[config.mk]
export PLATFORM = sky130hd
export DESIGN_NAME = bbox_scan_ctrl
export DESIGN_NICKNAME = d
export VERILOG_FILES = /design/src/rtl/bbox_pkg.sv /design/src/rtl/bbox_timeout_ctr.sv /design/src/rtl/bbox_scan_ctrl.sv
export SDC_FILE = /design/constraint.sdc
export NUM_CORES = 1
export LEC_CHECK = 0
export BUFFER_PORTS_ARGS = -buffer_cell sky130_fd_sc_hd__buf_2
export CAP_MARGIN = 20
export CORE_MARGIN = 4
export CORE_UTILIZATION = 40
export DETAILED_ROUTE_END_ITERATION = 10
export GPL_ROUTABILITY_DRIVEN = 0
export HOLD_SLACK_MARGIN = 0.15
export PLACE_DENSITY = 0.76
export RECOVER_POWER = 50
export SLEW_MARGIN = 20
export SYNTH_ARGS = -nofsm -noshare
export SYNTH_HDL_FRONTEND = slang
export SYNTH_SLANG_ARGS = --single-unit
[constraint.sdc]
create_clock -name clk -period 7.2 [get_ports clk]
set_clock_uncertainty 0.2 [all_clocks]
set_input_delay 1.08 -clock clk [delete_from_list [all_inputs] [get_ports clk]]
set_output_delay 1.08 -clock clk [all_outputs]
set_load 0.005 [all_outputs]
[src/rtl/bbox_pkg.sv]
// bbox_pkg: shared types and constants for the bounding-box scan controller.
//   bbox_ctrl_state_t : controller job FSM states
//   COORD_W / ADDR_W  : coordinate and image-RAM address widths
//   bbox_result_t     : post-processed scan result, also used by the host register block
package bbox_pkg;

    localparam int COORD_W = 11;
    localparam int ADDR_W  = 32;

    typedef enum logic [2:0] {
        ST_IDLE,
        ST_START,
        ST_ARMED,
        ST_RUN,
        ST_ABORT,
        ST_RESULT
    } bbox_ctrl_state_t;

    typedef struct packed {
        logic [COORD_W-1:0] xmin;
        logic [COORD_W-1:0] xmax;
        logic [COORD_W-1:0] ymin;
        logic [COORD_W-1:0] ymax;
        logic [COORD_W-1:0] w;
        logic [COORD_W-1:0] h;
        logic               empty;
        logic               err;
        logic [7:0]         id;
    } bbox_result_t;

endpackage

[src/rtl/bbox_timeout_ctr.sv]
// bbox_timeout_ctr: loadable down-counter with terminal-count flag.
//   clk, rst_n  : clock, synchronous active-low reset
//   load_i      : load load_val_i (takes priority over counting)
//   load_val_i  : reload value
//   en_i        : decrement by one (holds at zero)
//   tc_o        : counter is zero
module bbox_timeout_ctr #(
    parameter int CNT_W = 16
) (
    input  logic             clk,
    input  logic             rst_n,
    input  logic             load_i,
    input  logic [CNT_W-1:0] load_val_i,
    input  logic             en_i,
    output logic             tc_o
);

    logic [CNT_W-1:0] cnt_q;

    always_ff @(posedge clk) begin
        if (!rst_n) begin
            cnt_q <= '0;
        end else if (load_i) begin
            cnt_q <= load_val_i;
        end else if (en_i && (cnt_q != '0)) begin
            cnt_q <= cnt_q - 1'b1;
        end
    end

    assign tc_o = (cnt_q == '0);

endmodule

[src/rtl/bbox_scan_ctrl.sv]
// bbox_scan_ctrl: job controller for the bounding-box scan engine.
//   Host job port   : job_valid/job_ready/job_buf
//   Host result port: res_valid/res_ready, res_* (bounds, size, empty, err, id)
//   Engine port     : eng_rst_n, eng_start, eng_done, eng_addr, eng_xmin..eng_ymax
//   Host read port  : host_rd_req/host_rd_addr/host_rd_gnt
//   RAM read address: mem_addr (engine when a job is in flight, host otherwise)
//   busy            : a job is in flight
module bbox_scan_ctrl
    import bbox_pkg::*;
#(
    parameter int WIDTH       = 100,
    parameter int HEIGHT      = 100,
    parameter int FRAME_WORDS = WIDTH * HEIGHT * 3,
    parameter int TIMEOUT     = WIDTH * HEIGHT * 4 + 64
) (
    input  logic               clk,
    input  logic               rst_n,
    input  logic               job_valid,
    output logic               job_ready,
    input  logic               job_buf,
    output logic               res_valid,
    input  logic               res_ready,
    output logic [COORD_W-1:0] res_xmin,
    output logic [COORD_W-1:0] res_xmax,
    output logic [COORD_W-1:0] res_ymin,
    output logic [COORD_W-1:0] res_ymax,
    output logic [COORD_W-1:0] res_w,
    output logic [COORD_W-1:0] res_h,
    output logic               res_empty,
    output logic               res_err,
    output logic [7:0]         res_id,
    output logic               busy,
    output logic               eng_rst_n,
    output logic               eng_start,
    input  logic               eng_done,
    input  logic [ADDR_W-1:0]  eng_addr,
    input  logic [COORD_W-1:0] eng_xmin,
    input  logic [COORD_W-1:0] eng_xmax,
    input  logic [COORD_W-1:0] eng_ymin,
    input  logic [COORD_W-1:0] eng_ymax,
    input  logic               host_rd_req,
    input  logic [ADDR_W-1:0]  host_rd_addr,
    output logic               host_rd_gnt,
    output logic [ADDR_W-1:0]  mem_addr
);

    localparam int CNT_W = $clog2(TIMEOUT) + 1;

    bbox_ctrl_state_t state_q;
    bbox_result_t     res_q;
    bbox_result_t     res_d;
    logic             buf_q;
    logic             abort_cnt_q;
    logic             job_ready_q;
    logic             res_valid_q;
    logic             busy_q;
    logic             eng_start_q;
    logic             accept;
    logic             tmo_tc;
    logic             eng_owns;
    logic [ADDR_W-1:0] base;

    assign accept   = (state_q == ST_IDLE) && job_valid;
    assign eng_owns = (state_q == ST_START) || (state_q == ST_ARMED) || (state_q == ST_RUN);

    // Loaded with TIMEOUT-1 on acceptance; reaches zero in the cycle where an
    // up-count from zero would read TIMEOUT-1.
    bbox_timeout_ctr #(
        .CNT_W (CNT_W)
    ) u_tmo (
        .clk        (clk),
        .rst_n      (rst_n),
        .load_i     (accept),
        .load_val_i (CNT_W'(TIMEOUT - 1)),
        .en_i       (eng_owns),
        .tc_o       (tmo_tc)
    );

    // Successful-scan result built from the live engine bounds.
    always_comb begin
        res_d       = res_q;
        res_d.xmin  = eng_xmin;
        res_d.xmax  = eng_xmax;
        res_d.ymin  = eng_ymin;
        res_d.ymax  = eng_ymax;
        res_d.empty = (eng_xmin > eng_xmax) || (eng_ymin > eng_ymax);
        res_d.w     = res_d.empty ? '0 : (eng_xmax - eng_xmin + COORD_W'(1));
        res_d.h     = res_d.empty ? '0 : (eng_ymax - eng_ymin + COORD_W'(1));
        res_d.err   = 1'b0;
    end

    always_ff @(posedge clk) begin
        if (!rst_n) begin
            state_q     <= ST_IDLE;
            res_q       <= '0;
            buf_q       <= 1'b0;
            abort_cnt_q <= 1'b0;
            job_ready_q <= 1'b1;
            res_valid_q <= 1'b0;
            busy_q      <= 1'b0;
            eng_start_q <= 1'b0;
        end else begin
            eng_start_q <= 1'b0;
            case (state_q)
                ST_IDLE: begin
                    if (accept) begin
                        buf_q       <= job_buf;
                        state_q     <= ST_START;
                        eng_start_q <= 1'b1;
                        job_ready_q <= 1'b0;
                        busy_q      <= 1'b1;
                    end
                end
                ST_START: begin
                    state_q <= ST_ARMED;
                end
                ST_ARMED: begin
                    // Engine may still show done from the previous job.
                    if (tmo_tc) begin
                        state_q     <= ST_ABORT;
                        abort_cnt_q <= 1'b0;
                    end else if (!eng_done) begin
                        state_q <= ST_RUN;
                    end
                end
                ST_RUN: begin
                    if (eng_done) begin
                        res_q       <= res_d;
                        state_q     <= ST_RESULT;
                        res_valid_q <= 1'b1;
                        busy_q      <= 1'b0;
                    end else if (tmo_tc) begin
                        state_q     <= ST_ABORT;
                        abort_cnt_q <= 1'b0;
                    end
                end
                ST_ABORT: begin
                    if (abort_cnt_q) begin
                        res_q.xmin  <= '0;
                        res_q.xmax  <= '0;
                        res_q.ymin  <= '0;
                        res_q.ymax  <= '0;
                        res_q.w     <= '0;
                        res_q.h     <= '0;
                        res_q.empty <= 1'b1;
                        res_q.err   <= 1'b1;
                        state_q     <= ST_RESULT;
                        res_valid_q <= 1'b1;
                        busy_q      <= 1'b0;
                    end else begin
                        abort_cnt_q <= 1'b1;
                    end
                end
                ST_RESULT: begin
                    if (res_ready) begin
                        res_q.id    <= res_q.id + 8'd1;
                        state_q     <= ST_IDLE;
                        res_valid_q <= 1'b0;
                        job_ready_q <= 1'b1;
                    end
                end
                default: begin
                    state_q     <= ST_IDLE;
                    job_ready_q <= 1'b1;
                    res_valid_q <= 1'b0;
                    busy_q      <= 1'b0;
                end
            endcase
        end
    end

    // RAM read-port mux; forced idle while the controller is in reset.
    assign base = buf_q ? ADDR_W'(FRAME_WORDS) : '0;

    always_comb begin
        mem_addr    = '0;
        host_rd_gnt = 1'b0;
        if (rst_n) begin
            if (eng_owns) begin
                mem_addr = base + eng_addr;
            end else begin
                mem_addr    = host_rd_addr;
                host_rd_gnt = host_rd_req;
            end
        end
    end

    assign eng_rst_n = rst_n && (state_q != ST_ABORT);

    assign job_ready = job_ready_q;
    assign res_valid = res_valid_q;
    assign busy      = busy_q;
    assign eng_start = eng_start_q;
    assign res_xmin  = res_q.xmin;
    assign res_xmax  = res_q.xmax;
    assign res_ymin  = res_q.ymin;
    assign res_ymax  = res_q.ymax;
    assign res_w     = res_q.w;
    assign res_h     = res_q.h;
    assign res_empty = res_q.empty;
    assign res_err   = res_q.err;
    assign res_id    = res_q.id;

endmodule

==> impl_metrics.json, run 1 <==
{
  "cp_cell_sequence": "clkbuf_1 -> inv_2 -> clkbuf_1 -> or3_1 -> o211ai_1 -> buf_2",
  "status": "finished with violations",
  "tightestPinTransition_ns": 2.69,
  "cp_slowest_cell": "clkbuf_1",
  "row_count": 46,
  "cts_tree": "done",
  "dieArea_um2": 18200,
  "grt_overflow_total": 0,
  "p_leak_nw": 3.61,
  "htreeDepth": 3,
  "critPathBufInv": 4,
  "cts_root_buf": "clkbuf_16",
  "synthFlopType": "dfxtp_1",
  "synth_area_um2": 6420,
  "cp_data_arrival_time_ns": 4.18,
  "vdd_ir_drop_max_mv": 0.109,
  "ctsResizeCount": 0,
  "ys_seq_area_frac": 0.318,
  "drt-total-wl_mm": 17.2,
  "use_met3": 0.0481,
  "die_w_um": 135,
  "critical-path-max-stage-delay_ns": 1.92,
  "hold_class": "flip-flop to flip-flop",
  "synthMuxAreaShare": 0.00156,
  "crit_type": "input pin to output pin",
  "pre_cts_ws_ns": 2.72,
  "dp_cells": 1182,
  "powerDensity_nw_per_um2": 188,
  "mostFrequentLayoutCells": "buf_2, dfxtp_1, ha_1",
  "setup_viol": 0,
  "cts_buffer_depth": 2,
  "fillers": 1546,
  "synth_adder_area_share": 0.139,
  "power_mw": 1.49,
  "drive_gt1_frac": 0.208,
  "yosys.area_share.xor_xnor": 0.0832,
  "hold_viol": 0,
  "postCtsHoldBufs": 0,
  "pin_count": 229,
  "setup_ws_ns": 1.74,
  "fin_setup_tns_ns": 0,
  "violations": "max-capacitance violations, max-slew violations",
  "cts_sinks": 102,
  "grt_util_met1": 0.234,
  "fin_cells": 1196,
  "synth_cell_types": 58,
  "core-area_um2": 15800,
  "nNetsFinal": 1161,
  "initial_core_util": 0.406,
  "synth_compound_area_frac": 0.225,
  "syn_nets": 957,
  "dp_hpwl_mm": 13.3,
  "drt-pass1-iter-count": 5,
  "clkSlewWorstSetupHoldPaths_ns": 0.06,
  "timing.fmax_mhz": 183,
  "yosys_warnings": 0,
  "path_max_fanout": 58,
  "crit_family": "buffers and inverters",
  "maxCapViolations": 2,
  "numCtsBuffers": 9,
  "synth_edf_count": 0,
  "syn2layout_area_growth_pct": 23.5,
  "drtIter0Drc": 312,
  "vias": 6232,
  "grt_start_max_net_pins": 59,
  "drc_errors": 0,
  "relSlewSlack": -0.793,
  "diodes": 0,
  "grt_busiest_layer": "met2",
  "start_kind": "input pin",
  "grt_pass1_wl_mm": 27.4,
  "synth_cells": 773,
  "cts_setup_buffers": 0,
  "grt_pass1_vias": 5762,
  "crit_path_end_kind": "output pin",
  "synth_top_family_by_area": "compound AO/OA/AOI/OAI gates",
  "avgSynthCellArea_um2": 8.31,
  "port_buffers": 228,
  "finalCritPeriodShare": 0.758,
  "report.final.slew_viol_count": 114,
  "synth-seq-cells": 102,
  "detail_route.vias_per_cell": 5.21,
  "synthSimpleGateAreaFrac": 0.172,
  "fp.dieH_um": 135,
  "ant_nets": 0,
  "crit_path_frequent_cell": "clkbuf_1",
  "min_period_ns": 5.46,
  "insertion_delay_ns": 0.34,
  "crit_required_ns": 5.92,
  "layout_commonest_cell": "buf_2",
  "rsz0062_at_grt": "false",
  "ys_async_sr_fraction": 0,
  "antenna_found_initial": 0,
  "post_drt_wl_per_cell_um": 14.4,
  "use_met2": 0.312,
  "global_route.usage.total": 0.183
}
==> layer usage <==
metal,vias to the layer above,share of wire
met1,2883,0.44
met3,18,0.059
li1,3150,-
met2,181,0.48
met5,-,0
met4,0,0.014
==> metrics by stage <==
stage	cell area [um^2]	utilization	hold WS, ns
floorplan	6420	-	0.244
global placement	7730	0.488	0.230
detailed placement	7730	0.488	0.242
CTS	8010	0.506	0.258
global route	7940	0.501	0.279
finish	7940	0.501	0.252
==> state kept, by name, indices dropped and copies added (netlist names) <==
| name | count |
|---|---|
| res_h | 11 |
| res_valid | 1 |
| eng_start | 1 |
| abort_cnt_q | 1 |
| res_ymax | 11 |
| res_xmax | 11 |
| state_q | 3 |
| busy | 1 |
| res_id | 8 |
| job_ready | 1 |
| res_empty | 1 |
| u_tmo.cnt_q | 17 |
| res_err | 1 |
| res_w | 11 |
| res_xmin | 11 |
| res_ymin | 11 |
| buf_q | 1 |
==> final timing paths <==
path	from	endpoint	slack (ns)	cells after the start
max	rst_n	mem_addr[14]	1.74	6
min	res_h[9]$_SDFFE_PN0P_	res_h[9]$_SDFFE_PN0P_	0.25	2
max reg2reg	state_q[2]$_SDFFE_PN0P_	u_tmo.cnt_q[6]$_SDFFE_PN0P_	3.46	6
min reg2reg	res_h[9]$_SDFFE_PN0P_	res_h[9]$_SDFFE_PN0P_	0.25	2
==> cell type report <==
type | instances | area, um^2 | area share
Timing Repair Buffer | 232 | 1100 | 0.139
Inverter | 63 | 236 | 0.0298
Sequential cell | 102 | 2040 | 0.257
Multi-Input combinational cell | 569 | 4010 | 0.505
Clock inverter | 4 | 50.0 | 0.00631
Tap cell | 216 | 270 | 0.0341
Clock buffer | 10 | 229 | 0.0289
==> power breakdown <==
group          switching, mW  internal, mW
Sequential            0.0242         0.588
Clock                  0.206         0.265
Combinational          0.235         0.177
Total                  0.465          1.03
==> cell usage after synthesis, drive strengths merged, types with 4 or more instances <==
master | count | share of area
or4 | 4 | 0.0058
inv | 63 | 0.037
nand2b | 6 | 0.0062
nand4 | 8 | 0.0078
o2111ai | 5 | 0.0068
o21ai | 43 | 0.033
a22oi | 14 | 0.016
and3 | 5 | 0.0049
a211oi | 12 | 0.014
a22o | 44 | 0.060
buf | 13 | 0.0095
clkbuf | 26 | 0.015
or3 | 5 | 0.0049
xor2 | 19 | 0.026
nor2b | 5 | 0.0049
nor4 | 6 | 0.0082
a21oi | 61 | 0.048
a31oi | 5 | 0.0049
nand2 | 57 | 0.033
nand3 | 16 | 0.012
xnor2 | 42 | 0.057
ha | 66 | 0.13
nand3b | 5 | 0.0058
nor2 | 65 | 0.038
nor4b | 6 | 0.0082
o211ai | 4 | 0.0047
nor3 | 21 | 0.016
dfxtp | 102 | 0.32
a21o | 5 | 0.0058
==> worst register-to-register path, stage by stage, from the launching register on <==
cell      delay, ns
dfxtp_1        0.49
o21ba_1        1.43
nand3b_1       0.39
a21oi_1        0.41
nor4b_1        0.38
nor3_1         0.08
a211oi_1       0.25
==> logic make-up (layout without fill, tap and decap cells) <==
group | after synthesis | after routing
muxes | 1 | 1
DFF | 102 | 102
buffers and inverters | 102 | 309
adders and majority gates | 70 | 70
xor gates and xnor gates | 61 | 61
and+or+nand+nor | 221 | 221
AOI/OAI and AO/OA | 216 | 216
Power figures use the tool's default switching activity.
==> run 2: changes to the inputs <==
ABC_AREA = 1   (was unset)
PLACE_DENSITY = 0.74   (was 0.76)
clock period = 5.6 ns   (was 7.2 ns; I/O delays follow)
==> run 2 against run 1 <==
The run now ends clean; global-route usage is 1.9 points higher; routed wire length is 23% higher; sequential power is 47% higher; worst setup slack worse by 0.23 ns; synthesized area is 15% higher; clock power is 30% higher; power is 80% higher; largest power group is now combinational logic.
==> impl_metrics.json, run 2 <==
{
  "status": "finished, final reports clean",
  "post_drt_wl_per_cell_um": 13.5,
  "synth_top_area_frac": 0.276,
  "insertion_delay_ns": 0.35,
  "critical-path-max-stage-delay_ns": 0.92,
  "setup_viol": 0,
  "numCtsBuffers": 9,
  "finalCritPeriodShare": 0.730,
  "drt-pass1-iter-count": 5,
  "vdd_ir_drop_max_mv": 0.210,
  "yosys_warnings": 0,
  "syn_nets": 1319,
  "p_leak_nw": 4.44,
  "synth_area_um2": 7390,
  "vias": 7804,
  "dp_cells": 1558,
  "layout_commonest_cell": "nand2_1",
  "min_period_ns": 4.09,
  "wl_met2_mm": 9.94,
  "grt_pass1_wl_mm": 34.3,
  "synthFlopType": "dfxtp_1",
  "row_count": 49,
  "register_area_um2": 2040,
  "timing.fmax_mhz": 245,
  "hold_viol": 0,
  "multi_input_area_um2": 4480,
  "global_route.usage.total": 0.202,
  "cp-startpoint": "rst_n",
  "yosys.area.top_type": "dfxtp_1",
  "dieArea_um2": 20700,
  "cts_setup_buffers": 0,
  "reg2reg_from": "state_q[2]$_SDFFE_PN0P_",
  "whs_path_depth": 2,
  "port_buffers": 228,
  "ant_nets": 0,
  "antenna_found_initial": 1,
  "synth-seq-cells": 102,
  "detail_route.vias_per_cell": 4.96,
  "ff2ff_path_depth": 9,
  "met3_length_mm": 1.59,
  "crit_type": "input pin to output pin",
  "synth_area_leaders": "dfxtp_1, nand2_1, ha_1",
  "topRoutingLayerUsed": "met5",
  "wl_met1_mm": 9.19,
  "ctsResizeCount": 0,
  "die_w_um": 144,
  "grt_overflow_total": 0,
  "cts_root_buf": "clkbuf_16",
  "avgSynthCellArea_um2": 6.51,
  "final_util": 0.488,
  "cp_slowest_cell": "inv_1",
  "post_dp_cell_area_um2": 8640,
  "cts_sinks": 102,
  "path_max_fanout": 39,
  "clkSlewWorstSetupHoldPaths_ns": 0.07,
  "grt_start_max_net_pins": 60,
  "crit_path_end_kind": "output pin",
  "report.final.slew_viol_count": 0,
  "powerDensity_nw_per_um2": 305,
  "top_register": "u_tmo.cnt_q",
  "crit_required_ns": 4.56,
  "pin_count": 229,
  "synth_cell_types": 47,
  "drive_gt1_frac": 0.155,
  "drt-total-wl_mm": 21.2,
  "syn2layout_area_growth_pct": 19.6,
  "postCtsHoldBufs": 0,
  "diodes": 0,
  "htreeDepth": 3,
  "fillers": 1875,
  "ys_async_sr_fraction": 0,
  "cp_data_arrival_time_ns": 3.05,
  "synth_cells": 1135,
  "start_kind": "input pin",
  "dp_hpwl_mm": 16.4,
  "tightestPinTransition_ns": 1.43,
  "nNetsFinal": 1524,
  "drtIter0Drc": 429,
  "cts_buffer_depth": 2,
  "maxCapViolations": 0,
  "fin_cells": 1574,
  "ys_seq_area_frac": 0.276,
  "grt_pass1_vias": 7282,
  "hold_class": "flip-flop to flip-flop",
  "fp.dieH_um": 144,
  "fin_setup_tns_ns": 0,
  "design_area_um2": 8830,
  "cts_tree": "done",
  "core-area_um2": 18100,
  "synthTopCellsByCount": "nand2_1, inv_1, nor2_1",
  "yosysMostFrequentCell": "nand2_1",
  "relSlewSlack": 0.0445,
  "rsz0062_at_grt": "false",
  "mostFrequentLayoutCells": "nand2_1, inv_1, buf_2",
  "drc_errors": 0,
  "min_from": "res_xmax[0]$_SDFFE_PN0P_",
  "synth_edf_count": 0,
  "initial_core_util": 0.408,
  "whs_ns": 0.265,
  "cp_cell_sequence": "clkbuf_1 -> inv_1 -> nor2_1 -> buf_2",
  "largest_reg_flops": 17
}
## run 2: critical path, delay by kind of cell
| kind | cells | cell delay (ns) |
|---|---|---|
| buffers and inverters | 3 | 1.81 |
| AND/OR/NAND/NOR | 1 | 0.38 |
## run 2: cell type report
class                      instances  share of cell area
clock buffer                      10              0.0259
clock inverter                     6             0.00623
inverter                         178              0.0761
multi-input combinational        819               0.507
sequential                       102               0.231
tap                              229              0.0324
timing repair buffer             230               0.121
## run 2: routing by layer
| metal | global-route usage | up-vias |
|---|---|---|
| met1 | 0.241 | 3493 |
| li1 | - | 4034 |
| met5 | 0 | - |
| met4 | 0.0689 | 2 |
| met3 | 0.0552 | 42 |
| met2 | 0.351 | 233 |
## run 2: path summary, 6_finish.rpt
path                                                 end  slack, ns
worst max-delay path                           eng_rst_n       1.51
worst min-delay path            res_xmax[0]$_SDFFE_PN0P_       0.27
worst max register to register     res_h[3]$_SDFFE_PN0P_       2.66
worst min register to register  res_xmax[0]$_SDFFE_PN0P_       0.27
## run 2: cell families after synthesis
kind of cell | Yosys count | share of synthesized area
buffers and inverters | 214 | 0.116
XOR/XNOR | 30 | 0.0356
flip-flops | 102 | 0.276
AND/OR/NAND/NOR | 530 | 0.313
adder cells (fa/ha/maj) | 69 | 0.120
AO/OA/AOI/OAI | 190 | 0.139
## run 2: report_power, final
group / switching [mW] / total, mW / internal [mW]
logic: 0.770 / 1.19 / 0.416
registers: 0.0791 / 0.900 / 0.821
clock network: 0.302 / 0.613 / 0.310
total: 1.15 / 2.70 / 1.55
## run 2: through the flow
stage	setup WS, ns	power (mW)
after CTS	1.63	2.74
final	1.51	2.70
after global routing	1.31	2.93
after floorplan	2.12	1.78
after detailed placement	1.67	2.12
after global placement	1.73	2.10
